==> config.mk <==
export PLATFORM = sky130hd
export DESIGN_NAME = stream_pattern_gen
export DESIGN_NICKNAME = d
export VERILOG_FILES = /design/src/rtl/stream_pattern_gen.sv
export SDC_FILE = /design/constraint.sdc
export NUM_CORES = 1
export LEC_CHECK = 0
export ABC_AREA = 1
export BUFFER_PORTS_ARGS = -buffer_cell sky130_fd_sc_hd__buf_4
export CAP_MARGIN = 20
export CORE_MARGIN = 2
export CORE_UTILIZATION = 49
export DETAILED_ROUTE_END_ITERATION = 8
export PLACE_DENSITY = 0.74
export SETUP_SLACK_MARGIN = 0.5
export SYNTH_ARGS = -nofsm -noshare
export SYNTH_HDL_FRONTEND = slang
export SYNTH_SLANG_ARGS = --single-unit
==> constraint.sdc <==
create_clock -name clk -period 1.58 [get_ports clk]
set_input_delay 0 -clock clk [delete_from_list [all_inputs] [get_ports clk]]
set_output_delay 0 -clock clk [all_outputs]
set_load 0.01 [all_outputs]
==> src/rtl/stream_pattern_gen.sv <==
// Periodic burst pattern source on a valid/ready stream: counter, Galois LFSR,
// walking one or alternating bits, selected at runtime and latched per burst.
module stream_pattern_gen #(
    parameter int             W         = 8,
    parameter int             PERIOD    = 50000000,
    parameter int             BURST     = 1,
    parameter int             MOD       = 10,
    parameter logic [W-1:0]   LFSR_TAPS = W'(8'hB8),
    parameter logic [W-1:0]   LFSR_SEED = W'(8'h01)
) (
    input  logic         clk,
    input  logic         rst,
    input  logic         enable,
    input  logic [1:0]   mode,
    output logic [W-1:0] data,
    output logic         valid,
    input  logic         ready,
    output logic         busy,
    output logic [31:0]  words_sent
);
    localparam int TW = (PERIOD > 1) ? $clog2(PERIOD) : 1;
    localparam int BW = (BURST > 1) ? $clog2(BURST) : 1;
    localparam logic [TW-1:0] T_LAST  = TW'(PERIOD - 1);
    localparam logic [BW-1:0] B_LAST  = BW'(BURST - 1);
    localparam logic [W:0]    MOD_M1  = (W+1)'(MOD - 1);
    localparam logic [W-1:0]  ALT_INI = {(W/2){2'b01}};

    if (W < 2 || (W % 2) != 0 || PERIOD < 1 || BURST < 1 || MOD < 1 ||
        longint'(MOD) > (longint'(1) << W) || LFSR_SEED == '0) begin : g_bad_param
        $error("stream_pattern_gen: parameter out of range");
    end

    typedef enum logic [1:0] {IDLE, WAIT, SEND} state_t;

    state_t        state;
    logic [TW-1:0] timer;
    logic [BW-1:0] burst_cnt;
    logic [1:0]    cur_mode;
    logic          first;

    function automatic logic [W-1:0] init_val(input logic [1:0] m);
        case (m)
            2'd0:    init_val = '0;
            2'd1:    init_val = LFSR_SEED;
            2'd2:    init_val = W'(1);
            default: init_val = ALT_INI;
        endcase
    endfunction

    function automatic logic [W-1:0] next_val(input logic [1:0] m, input logic [W-1:0] d);
        case (m)
            2'd0:    next_val = ({1'b0, d} == MOD_M1) ? '0 : d + W'(1);
            2'd1:    next_val = (d >> 1) ^ (d[0] ? LFSR_TAPS : '0);
            2'd2:    next_val = {d[W-2:0], d[W-1]};
            default: next_val = ~d;
        endcase
    endfunction

    always_ff @(posedge clk or negedge rst) begin
        if (!rst) begin
            state      <= IDLE;
            timer      <= '0;
            burst_cnt  <= '0;
            cur_mode   <= 2'd0;
            first      <= 1'b1;
            data       <= '0;
            valid      <= 1'b0;
            busy       <= 1'b0;
            words_sent <= '0;
        end else begin
            case (state)
                IDLE: begin
                    if (enable) begin
                        state <= WAIT;
                        timer <= '0;
                    end
                end
                WAIT: begin
                    if (!enable) begin
                        state <= IDLE;
                        timer <= '0;
                    end else if (timer == T_LAST) begin
                        state    <= SEND;
                        valid    <= 1'b1;
                        busy     <= 1'b1;
                        cur_mode <= mode;
                        first    <= 1'b0;
                        // Pattern state survives idle gaps unless the mode changed
                        if (first || mode != cur_mode)
                            data <= init_val(mode);
                    end else begin
                        timer <= timer + TW'(1);
                    end
                end
                SEND: begin
                    if (valid && ready) begin
                        words_sent <= words_sent + 32'd1;
                        data       <= next_val(cur_mode, data);
                        if (!enable || burst_cnt == B_LAST) begin
                            state     <= enable ? WAIT : IDLE;
                            timer     <= '0;
                            burst_cnt <= '0;
                            valid     <= 1'b0;
                            busy      <= 1'b0;
                        end else begin
                            burst_cnt <= burst_cnt + BW'(1);
                        end
                    end
                end
                default: state <= IDLE;
            endcase
        end
    end
endmodule

# Yosys cells after proc, flatten, opt, wreduce, memory -nomap -nowiden
# Index checks and enable logic that the tools add are counted.
[classes]
add_sub_neg = 4
mul = 0
div_mod_pow = 0
magnitude_cmp = 0
n_eq_ne = 17
shift = 0
n_mux = 28
n_bitwise = 3
reduce_logical = 16
[op_table]
columns = ["cell", "n"]
rows = [
  ["$mux 26", 5],
  ["$pmux 26 s3", 1],
  ["$mux 8", 6],
  ["$add 32x1->32 const B", 1],
  ["$add 26x1->26 const B", 1],
  ["$eq 26x26->1 const B", 1],
  ["$pmux 8 s3", 1],
  ["$pmux 8 s2", 1],
  ["$reduce_and 5->1", 3],
  ["$pmux 7 s2", 1],
  ["$ne 2x2->1 const B", 6],
  ["$mux 2", 5],
  ["$add 8x1->8 const B", 1],
  ["$eq 8x4->1 const B", 1],
  ["$not 8->8", 1],
  ["$xor 7x8->8", 1],
  ["$eq 2x1->1 const B", 3],
  ["$eq 2x2->1 const B", 3],
  ["$logic_not 2->1", 3],
  ["$mux 1", 6],
  ["$ne 3x3->1 const B", 2],
  ["$pmux 2 s3", 1],
  ["$reduce_and 4->1", 1],
  ["$reduce_and 3->1", 1],
  ["11 further kinds", 12],
]
[word_totals]
regBits = 73
latch_bits = 0
mem_bits_rw = 0
mem_bits_ro = 0
in_bits = 6
out_inout_bits = 42
elab_cells = 76
n_memories = 0

# Longest topological paths before layout
[logic_depth]
depth_word = 7
ltp_mapped = 11
ltp_nobuf = 11

# Worst setup path after synthesis
# OpenSTA, ideal clock, no wires.
[synth_path]
path_kind = "register to register"
start = "reg timer[1]"
end = "reg data[3]"
arrival_time_ns = 1.426
t_required_ns = 1.453
slack_ns = 0.027
path_stages_with_launch = 12
path_buffers = 1
cell_sequence = "dfrtp_1 ha_1 nand2_1 inv_1 nand2_1 nor2_1 nand3_1 nand2_1 nand2_1 buf_2 nand2_1 o21ai_0"
[synth_via]
elab_chain_cells = 3
[synth_rtl]
columns = ["item", "line", "text"]
rows = [
  ["start: declaration", "36", "logic [TW-1:0] timer;"],
  ["start signal: assignment", "92", "timer <= timer + TW'(1);"],
  ["$eq 26x26->1", "82", "end else if (timer == T_LAST) begin"],
  ["$ne 2x2->1 (no source line)", "n/a", ""],
  ["$reduce_and 5->1 (no source line)", "n/a", ""],
  ["end signal: assignment", "90", "data <= init_val(mode);"],
  ["end signal: assignment", "98", "data <= next_val(cur_mode, data);"],
  ["end: declaration", "15", "output logic [W-1:0] data,"],
]
# No other way between the ends.
# A chain may end at the register's enable or synchronous reset.

# Worst setup path after layout
[layout_path]
start = "reg words_sent[2]"
end = "reg words_sent[15]"
[layout_via]
elab_chain_cells = 1
[layout_rtl]
columns = ["item", "line", "text"]
rows = [
  ["start: declaration", "19", "output logic [31:0] words_sent"],
  ["start signal: assignment", "97", "words_sent <= words_sent + 32'd1;"],
  ["$add 32x1->32", "97", ""],
]
# No other way between the ends.

==> metrics.txt <==
outcome=finished, violations left; violated checks=negative setup slack; Final Net Count=933; worst-path cell chain=nand3_2 > nor2_8 > nand2_4 > nor2_8 > nand4_1 > xnor2_1; Port Buffers=47; CTS tree=yes; GRT Overall Usage=29.3%; WP data arrival=1.97 ns; vias in the first global route=5481; Hold WC Path Type=in -> reg; DR vias=6366; Post-synth EDFFs=0; Synth Area per Inst=6.78 um^2; gpl congestion=0.910; filler instances=534; Longest Clk Path Bufs=2; area of the multi-input gates=3350 um^2; minimum clock period=1.72 ns; synthesized flop and latch total=73; CP Depth=6; WL/cell=20.1 um; Netlist cell types=35; FMAX=583 MHz; first-pass GRT wire length=25800 um; register area=1860 um^2; H-tree levels=3; clk root buf=clkbuf_8; Die Span Y=104 um; Yosys top cell area share=36.9%; Area growth syn-to-layout=61.2%; Critical path buffers and inverters=0; leak pwr=3.83 nW; Worst Slack Setup Final=-0.136 ns; Worst VDD drop=0.530 mV; Initial Util=50.2%; final setup fails=47; Synth area leaders=dfrtp_1, nand2_1, nor2_1; maxcap violations=0; top_reg_cell synth=dfrtp_1; synth warn=0; r2r worst-path depth=6; critical path type=reg -> reg; Startpoint Class=flip-flop; fin. max-slew vios=0; crit path max fanout=6; RSZ-0062 raised after global routing=yes; top cells by count, synth=nand2_1, nor2_1, inv_1; FFs w/ async S/R, synth=100%; cell with the most instances after synthesis=nand2_1; Tot Pwr=3.61 mW; via/cell ratio=6.00; Hold Path Stages=5; CP peak stage delay=0.46 ns; netlist area before placement=4880 um^2; final setup TNS=-1.83 ns; Worst-path clk slew=0.10 ns; Syn Nets=730; antenna violations before repair=0; Post-route DRC=0; Crit path top cell by count=nor2_8; share of cells above drive strength 1=45.9%; diode count=0; drt total wl=21300 um; die width=104 um; part of the Yosys area used for sequential elements=37.5%; CTS buffer count=9; Core Region=9730 um^2; clk_skew=0.0255 ns; pwr/cell area=459 nW/um^2; First-pass DRT Iterations=9; final-report hold violation count=0; later-pin clock latency in the skew report=0.39 ns; cells after synthesis=720; DRT iter0 DRCs=604; largest net degree at the start of global routing=39; row cnt=36; cell family with most CP delay=simple AND/OR/NAND/NOR gates; Least-Margin Pin Slew=0.512 ns; clock sinks=73; Detail Route Antenna Nets=0; Worst EP required=1.83 ns; DPL Wire Length=10200 um; critical path's slowest cell=dfrtp_2; Final Cycle Share=109%; die area=10800 um^2; I/O Pins=48; Worst slew margin=65.9%; Remaining Overflow, GRT=0; leading area contributor after synthesis=dfrtp_1; crit path capture type=flip-flop
==> metal layers <==
layer / vias to the layer above / global-route usage, % / routed length [um] / part of all wire [%]
met1: 2976 / 35.8 / 7380 / 35
met5: - / 0 / 0 / 0
met4: 0 / 12.4 / 1640 / 7.7
met3: 171 / 6.10 / 1900 / 8.9
met2: 528 / 50.2 / 10400 / 49
li1: 2691 / - / - / -
==> worst min-delay path, delay by kind of cell <==
kind | cells | cell delay, ns
AND/OR/NAND/NOR | 4 | 0.30
buffers and inverters | 1 | 0.10
==> final cells by class <==
class	instances	share of cell area [%]
multi-input cells	548	42.6
repair buffers	206	24.8
flip-flops and latches	73	23.6
inverters	85	4.31
well taps	133	2.11
clock buffers	11	1.80
clock inverters	5	0.811
==> path summary, 6_finish.rpt <==
path / slack [ns] / startpoint / to
worst min-delay path: 0.06 / mode[1] / data[2]
worst max register to register: -0.14 / words_sent[2] / words_sent[15]
worst max-delay path: -0.14 / words_sent[2] / words_sent[15]
min in group asynchronous: 0.13 / rst / words_sent[9]
worst min register to register: 0.53 / first / first
max in group asynchronous: 0.76 / rst / first
==> flip-flops by register name, indices dropped and copies added (netlist names) <==
signal and flops:
busy 1, cur_mode 2, timer 26, first 1, data 8, words_sent 32
burst_cnt 1, state 2
==> power by group <==
group / total, mW / switching [mW] / internal (mW)
Combinational: 0.0989 / 0.0696 / 0.0293
Sequential: 1.87 / 0.000665 / 1.87
Clock: 1.65 / 0.861 / 0.786
==> repair_timing <==
item / 4_1_cts / 5_1_grt
setup endpoints to repair: 73 / 93
resized for setup: 112 / 166
buffers inserted: 53 / 37
endpoints found under the hold margin: 57 / 0
gates cloned: 2 / 4
pin swaps: 44 / 59
hold buffers: 4 / 0
==> per-stage QoR <==
step,area [um^2],instances,hold WS (ns),setup WS [ns],util (%)
6_report,7870,1061,0.0589,-0.136,80.9
5_1_grt,7870,1061,0.0857,-0.187,80.9
2_1_floorplan,5040,720,-0.296,0.114,-
4_1_cts,6950,1020,0.0448,0.0345,71.5
3_5_place_dp,5940,945,-0.0103,-0.0359,61.0
3_3_place_gp,5940,945,-0.0136,0.0211,61.0
==> placed cells by master (no fill, tap or decap), drive strengths merged <==
master       netlist  layout
nand3b             4       4
o31ai              1       1
o211ai             1       1
inv               85      86
a211oi             1       1
a31oi              2       2
o21bai             3       3
or2                2       2
nand2            251     252
nor2              93      93
nor3b              1       1
buf                5     200
xnor2             14      14
xor2              19      19
ha                 4       4
o21ai             49      49
nor3              13      13
dlygate4sd3        0       4
nand4             19      19
bufinv             0       1
clkbuf            10      13
nand3             60      60
clkinv             0       2
dfstp              1       1
dfrtp             72      72
clkinvlp           0       1
a21oi             10      10
==> logic make-up after synthesis <==
group | Yosys count | synth area share (%)
xor+xnor | 33 | 5.92
simple gates | 443 | 40.3
flops | 73 | 37.5
buf+inv | 100 | 8.05
compound gates | 67 | 7.23
fa+ha+maj | 4 | 1.03
Power figures use the tool's default switching activity.
